===== src/rtl/result_collector.sv =====
// ============================================================================
// Module   : result_collector
// Purpose  : Snapshots a systolic-array result grid and drains it row-major over
//            a valid/ready stream. Optional: RESULT_COLLECTOR_AUTO_CLEAR_EN.
// Revision : 1.0 - initial release
// ============================================================================
`default_nettype none

module result_collector #(
    parameter int ARRAY_WIDTH  = 2,
    parameter int ARRAY_HEIGHT = 2,
    parameter int DATA_WIDTH   = 8
) (
    input  logic                                  clk,
    input  logic                                  reset_n,
    input  logic                                  start,
    input  logic [2*DATA_WIDTH-1:0]               c_array_input [ARRAY_HEIGHT-1:0][ARRAY_WIDTH-1:0],
    output logic                                  array_reset_n [ARRAY_HEIGHT-1:0][ARRAY_WIDTH-1:0],
    output logic                                  busy,
    output logic [2*DATA_WIDTH-1:0]               out_data,
    output logic [((ARRAY_HEIGHT > 1) ? $clog2(ARRAY_HEIGHT) : 1)-1:0] out_row,
    output logic [((ARRAY_WIDTH  > 1) ? $clog2(ARRAY_WIDTH)  : 1)-1:0] out_col,
    output logic                                  out_last,
    output logic                                  out_valid,
    input  logic                                  out_ready,
    output logic                                  done
);

    localparam int c_ROW_W = (ARRAY_HEIGHT > 1) ? $clog2(ARRAY_HEIGHT) : 1;
    localparam int c_COL_W = (ARRAY_WIDTH  > 1) ? $clog2(ARRAY_WIDTH)  : 1;
    localparam logic [c_ROW_W-1:0] c_ROW_MAX = c_ROW_W'(ARRAY_HEIGHT - 1);
    localparam logic [c_COL_W-1:0] c_COL_MAX = c_COL_W'(ARRAY_WIDTH - 1);
`ifdef RESULT_COLLECTOR_AUTO_CLEAR_EN
    localparam logic c_AUTO_CLEAR = 1'b1;
`else
    localparam logic c_AUTO_CLEAR = 1'b0;
`endif

    typedef enum logic [1:0] {
        S_IDLE   = 2'd0,
        S_STREAM = 2'd1,
        S_CLEAR  = 2'd2
    } state_t;

    state_t                  r_state;
    state_t                  w_state_next;
    logic [2*DATA_WIDTH-1:0] r_shadow [ARRAY_HEIGHT-1:0][ARRAY_WIDTH-1:0];
    logic [c_ROW_W-1:0]      r_row;
    logic [c_COL_W-1:0]      r_col;
    logic                    r_done;
    logic                    w_last;
    logic                    w_xfer;
    logic                    w_drain_end;

    assign w_last      = (r_row == c_ROW_MAX) && (r_col == c_COL_MAX);
    assign w_xfer      = (r_state == S_STREAM) && out_ready;
    // Any return to IDLE from a non-IDLE state is the end of a completed drain.
    assign w_drain_end = (r_state != S_IDLE) && (w_state_next == S_IDLE);

    always_comb begin
        w_state_next = r_state;
        case (r_state)
            S_IDLE: begin
                if (start) begin
                    w_state_next = S_STREAM;
                end
            end
            S_STREAM: begin
                if (w_xfer && w_last) begin
                    w_state_next = c_AUTO_CLEAR ? S_CLEAR : S_IDLE;
                end
            end
            S_CLEAR: begin
                w_state_next = S_IDLE;
            end
            default: begin
                w_state_next = S_IDLE;
            end
        endcase
    end

    always_ff @(posedge clk or negedge reset_n) begin
        if (!reset_n) begin
            r_state <= S_IDLE;
            r_row   <= '0;
            r_col   <= '0;
            r_done  <= 1'b0;
            for (int r = 0; r < ARRAY_HEIGHT; r++) begin
                for (int c = 0; c < ARRAY_WIDTH; c++) begin
                    r_shadow[r][c] <= '0;
                end
            end
        end else begin
            r_state <= w_state_next;
            r_done  <= w_drain_end;
            if ((r_state == S_IDLE) && start) begin
                r_shadow <= c_array_input;
                r_row    <= '0;
                r_col    <= '0;
            end else if (w_xfer && !w_last) begin
                if (r_col == c_COL_MAX) begin
                    r_col <= '0;
                    r_row <= r_row + 1'b1;
                end else begin
                    r_col <= r_col + 1'b1;
                end
            end
        end
    end

    always_comb begin
        for (int r = 0; r < ARRAY_HEIGHT; r++) begin
            for (int c = 0; c < ARRAY_WIDTH; c++) begin
`ifdef RESULT_COLLECTOR_AUTO_CLEAR_EN
                array_reset_n[r][c] = (r_state != S_CLEAR);
`else
                array_reset_n[r][c] = 1'b1;
`endif
            end
        end
    end

    assign out_valid = (r_state == S_STREAM);
    assign busy      = (r_state != S_IDLE);
    assign out_last  = out_valid && w_last;
    assign out_row   = r_row;
    assign out_col   = r_col;
    assign out_data  = r_shadow[r_row][r_col];
    assign done      = r_done;

endmodule

`default_nettype wire


===== config.mk =====
export PLATFORM = sky130hd
export DESIGN_NAME = result_collector
export DESIGN_NICKNAME = d
export VERILOG_FILES = /design/src/rtl/result_collector.sv
export SDC_FILE = /design/constraint.sdc
export NUM_CORES = 1
export LEC_CHECK = 0
export BUFFER_PORTS_ARGS = -buffer_cell sky130_fd_sc_hd__buf_2
export CAP_MARGIN = 20
export CORE_MARGIN = 3
export CORE_UTILIZATION = 30
export DETAILED_ROUTE_END_ITERATION = 10
export GPL_TIMING_DRIVEN = 0
export PLACE_DENSITY = 0.62
export REMOVE_ABC_BUFFERS = 1
export SYNTH_ARGS = -nofsm -noshare
export SYNTH_HDL_FRONTEND = slang
export SYNTH_SLANG_ARGS = --single-unit

===== constraint.sdc =====
create_clock -name clk -period 3.14 [get_ports clk]
set_clock_uncertainty 0.1 [all_clocks]
set_input_delay 0.942 -clock clk [delete_from_list [all_inputs] [get_ports clk]]
set_output_delay 0.942 -clock clk [all_outputs]
set_load 0.05 [all_outputs]

# ---- After elaboration in Yosys (flattened, before gate mapping)
# Cells that the tools add are included.
dict set report classes {
  muxes 13
  n_addsub 2
  eq_ne 1
  order_cmp 2
  n_reduce_logical 14
}
# operator n
set op_table {}
lappend op_table {{32-bit 2-to-1 mux} 2}
lappend op_table {{16-bit 2-to-1 mux} 2}
lappend op_table {{1-bit logical AND} 7}
lappend op_table {{1-bit 2-to-1 mux} 6}
lappend op_table {{2-bit nonzero test} 3}
lappend op_table {{2-bit zero test} 2}
lappend op_table {{1-bit by 2-bit < comparator with 1-bit output (second input constant)} 2}
lappend op_table {{2-bit 2-to-1 mux} 2}
lappend op_table {{2-bit case mux with 2 select lines} 1}
lappend op_table {{1-bit adder (second input constant)} 2}
lappend op_table {{2-bit by 1-bit == test with 1-bit output (second input constant)} 1}
lappend op_table {{2-bit AND reduction} 1}
lappend op_table {{1-bit zero test} 1}
dict set report totals {
  inputBits 68
  reg_bits 69
  wordCells 40
}

# ---- Longest topological paths before layout
dict set report depth {
  word_depth 7
  depth_mapped 4
  mapped_depth_nobuf 3
}

# ---- Least setup slack after synthesis
# Ideal clock, no wire load.
dict set report synth_path {
  kind {register to output}
  startpoint {register r_state[0]}
  endpoint {output out_last}
  t_arrival_ns 1.765
  stages_incl_launch_ff 3
  setup_slack_ns 0.333
  path_cell_list {dfrtp_1 nor2b_1 and3_1}
}
dict set report synth_between {
  elab_chain_cells 2
}
# item line
set synth_rtl {}
lappend synth_rtl {{start: declaration} 45} ;# state_t r_state;
lappend synth_rtl {{start signal: assignment} 94} ;# r_state <= w_state_next;
lappend synth_rtl {{2-bit by 1-bit == test with 1-bit output} 123} ;# assign out_valid = (r_state == S_STREAM);
lappend synth_rtl {{net out_valid} 24} ;# output logic out_valid,
lappend synth_rtl {{1-bit logical AND} 125} ;# assign out_last = out_valid && w_last;
lappend synth_rtl {{end: declaration} 23} ;# output logic out_last,
# The timed path passes the listed nets, and every way through them passes these cells.

# ---- Final worst setup path
dict set report layout_path {
  startpoint {register r_row, in the netlist out_row}
  endpoint {output out_data[11]}
}
dict set report layout_between {
  elab_chain_cells 4
}
# item line
set layout_rtl {}
lappend layout_rtl {{start: declaration} 48} ;# logic [c_ROW_W-1:0] r_row;
lappend layout_rtl {{start signal: assignment} 103} ;# r_row <= r_row + 1'b1;
lappend layout_rtl {{32-bit 2-to-1 mux (not written as such) (2 in a row)} 128} ;# assign out_data = r_shadow[r_row][r_col];
lappend layout_rtl {{16-bit 2-to-1 mux (not written as such) (2 in a row)} 128}
lappend layout_rtl {{end: declaration} 20} ;# output logic [2*DATA_WIDTH-1:0] out_data,
# Every way passes these cells. The select of a mux whose other input is x is not followed.

==> impl_metrics.env <==
export IMPL_ios=94
export IMPL_clkSinkCount=69
export IMPL_synth_top_area_share_pct=52.0
export IMPL_power_per_cell_area_nw_per_um2=676
export IMPL_nets=342
export IMPL_hold_path_class="reg -> reg"
export IMPL_worstPathCellList="buf_8 > mux4_2 > buf_2"
export IMPL_synth_compound_area_share_pct=0.942
export IMPL_slowest_delay_ps=610
export IMPL_rows=37
export IMPL_finalHoldViolCount=0
export IMPL_power_total_w=0.00273
export IMPL_synthTopCellsByArea="dfrtp_1 52%, mux2_4 27%, mux4_2 11%"
export IMPL_fmax_ghz=0.342
export IMPL_overflow=0
export IMPL_critPathRequiredTime_ps=2100
export IMPL_die_x_um=111
export IMPL_dp_slack_ps=123
export IMPL_syn_avg_cell_area_sq_um=18.1
export IMPL_crit_fanout=13
export IMPL_root_buffer="clkbuf_8"
export IMPL_maxSlewViolCount=0
export IMPL_cts_tree="built"
export IMPL_grtUsageMet3_pct=4.09
export IMPL_ant_nets=0
export IMPL_synth_simple_area_share_pct=2.22
export IMPL_rsz0062_at_grt="false"
export IMPL_arrival_ps=1880
export IMPL_antenna_found_initial=0
export IMPL_cts_clk_slew_worst_paths_ps=70
export IMPL_dieArea_sq_um=12400
export IMPL_dp_hpwl_um=4530
export IMPL_syn_area_sq_um=3320
export IMPL_io_buffers=89
export IMPL_die_h_um=111
export IMPL_areaGrowthSynthToFinish_pct=21.9
export IMPL_busiest_layer="met2"
export IMPL_drt_iter0_drc=79
export IMPL_synth_area_leader_cell="dfrtp_1"
export IMPL_num_vias=1846
export IMPL_final_util_pct=38.3
export IMPL_whs_ps=404
export IMPL_cts_buffer_depth=2
export IMPL_synth_seq_cells=69
export IMPL_power_frac_comb_pct=27.8
export IMPL_grt_start_max_net_pins=70
export IMPL_grt_pass1_wl_um=11000
export IMPL_drv_cap=0
export IMPL_vdd_drop_max_mv=0.282
export IMPL_setup_ws_ps=213
export IMPL_clk_latency_ps=330
export IMPL_grt_use_met1_pct=14.5
export IMPL_drc_errors=0
export IMPL_slowest_stage="dfrtp_4"
export IMPL_worstSetupPathType="reg -> out"
export IMPL_start_kind="flop"
export IMPL_core_area_sq_um=10600
export IMPL_dr_pass1_iters=4
export IMPL_synth_top_family_by_area="multiplexers"
export IMPL_synth_xor_area_share_pct=0
export IMPL_switching_share_pct=30.0
export IMPL_cts_hold_buf=0
export IMPL_power_leakage_nw=1.91
export IMPL_grtUsageMet2_pct=18.1
export IMPL_worst_slew_pin_slew_ps=911
export IMPL_grt_pass1_vias=2075
export IMPL_avgRoutedWirePerCell_um=15.6
export IMPL_period_needed_ps=2930
export IMPL_synth_cells=183
export IMPL_ys_seq_area_share_pct=52.0
export IMPL_cts_max_level=3
export IMPL_seq_power_share_pct=42.6
export IMPL_ys_types=22
export IMPL_ys_warn_count=0
export IMPL_cp_end_kind="output pin"
export IMPL_drive_gt1_share_pct=68.1
export IMPL_viasPerCell=4.45
export IMPL_status="finished clean"
export IMPL_setup_viol=0
export IMPL_synthAdderAreaFrac_pct=0
export IMPL_slew_headroom_pct=39.3
export IMPL_fin_setup_tns_ps=0
export IMPL_final_period_utilization_pct=93.2
export IMPL_p_sw_w=0.000821
export IMPL_numCtsBuffers=9
export IMPL_wl_um=6470
export IMPL_p_clk_share_pct=29.6
export IMPL_grtUsageTotal_pct=11.4
export IMPL_antenna_diode_count=0
export IMPL_start_util_pct=31.5
export IMPL_synthMuxAreaShare_pct=39.3
export IMPL_p_int_w=0.00191
export IMPL_place_gp_congestion=0.733
per-stage QoR:
step	std cells	instance area [sq um]
5_1_grt	415	4050
3_5_place_dp	399	3820
4_1_cts	415	4050
3_3_place_gp	397	3780
6_report	415	4050
2_1_floorplan	172	3160
cells in the mapped netlist (all sizes together):
master and instances:
dfrtp 69, mux2 64, mux4 16, buf 12, a21oi 3, nor2 3
clkbuf 2, conb 2, inv 2, o21ai 2, a31oi 1, and3 1
nand2 1, nand2b 1, nand4 1, nand4b 1, nor2b 1, or2 1
repair_timing:
item | in CTS | in global routing
buffers inserted | 0 | 0
pin swaps | 0 | 0
endpoints found under the setup margin | 16 | 6
resized for setup | 2 | 1
final cells by class:
| type | instances | area, sq um |
|---|---|---|
| fillers | 1021 | 6510 |
| flip-flops and latches | 69 | 1730 |
| multi-input cells | 101 | 1430 |
| repair buffers | 91 | 483 |
| well taps | 136 | 170 |
| clock buffers | 12 | 155 |
| clock inverters | 4 | 70.1 |
| inverters | 2 | 7.51 |
registers in the layout, summed over array words and instances, names as in the netlist:
name      cells
r_shadow     64
r_state       2
done          1
out_col       1
out_row       1
worst max-delay path, delay by kind of cell (launching register included):
| kind | cells | cell delay, ps |
|---|---|---|
| buf+inv | 2 | 430 |
| flops | 1 | 610 |
| mux | 1 | 510 |
layer usage:
metal,part of all wire (%),routed length [um]
met4,1.4,88
met5,0,0
met2,47,3070
met1,45,2890
met3,6.4,413
power groups by stage:
stage	Clock (W)	Combinational, W	Sequential (W)
6_report	0.000810	0.000760	0.00117
5_1_grt	0.000896	0.000803	0.00119
4_1_cts	0.000851	0.000772	0.00117
3_5_place_dp	0	0.000771	0.00118
3_3_place_gp	0	0.000754	0.00118
2_1_floorplan	0	0.000606	0.00115
kinds of logic (layout without fill, tap and decap cells):
family	Yosys count	in the layout
AND/OR/NAND/NOR	10	10
multiplexers	80	80
buffers and inverters	16	109
other	2	5
flip-flops	69	69
AO/OA/AOI/OAI	6	6
worst paths after layout:
kind | startpoint | end | slack (ps) | depth (start not counted)
min in group asynchronous | reset_n | r_shadow[29] | 630 | 1
min reg2reg | r_shadow[14] | r_shadow[14] | 400 | 1
max | out_row | out_data[11] | 210 | 3
min | r_shadow[14] | r_shadow[14] | 400 | 1
max in group asynchronous | reset_n | out_row | 1680 | 1
max reg2reg | r_state[0] | r_shadow[41] | 850 | 4
cell usage in the layout, fill, tap and decap left out, types with 2 or more instances in the layout:
| cell | synthesis | layout |
|---|---|---|
| mux2_2 | 4 | 4 |
| clkinv_2 | 0 | 2 |
| dfrtp_1 | 69 | 67 |
| a21oi_1 | 3 | 3 |
| nor2_1 | 2 | 2 |
| clkbuf_8 | 0 | 11 |
| o21ai_0 | 2 | 2 |
| mux2_4 | 60 | 60 |
| bufinv_16 | 0 | 2 |
| inv_1 | 2 | 2 |
| buf_2 | 2 | 88 |
| mux4_2 | 16 | 16 |
| conb_1 | 2 | 5 |
Note: power is estimated with default switching activity, not from simulation.
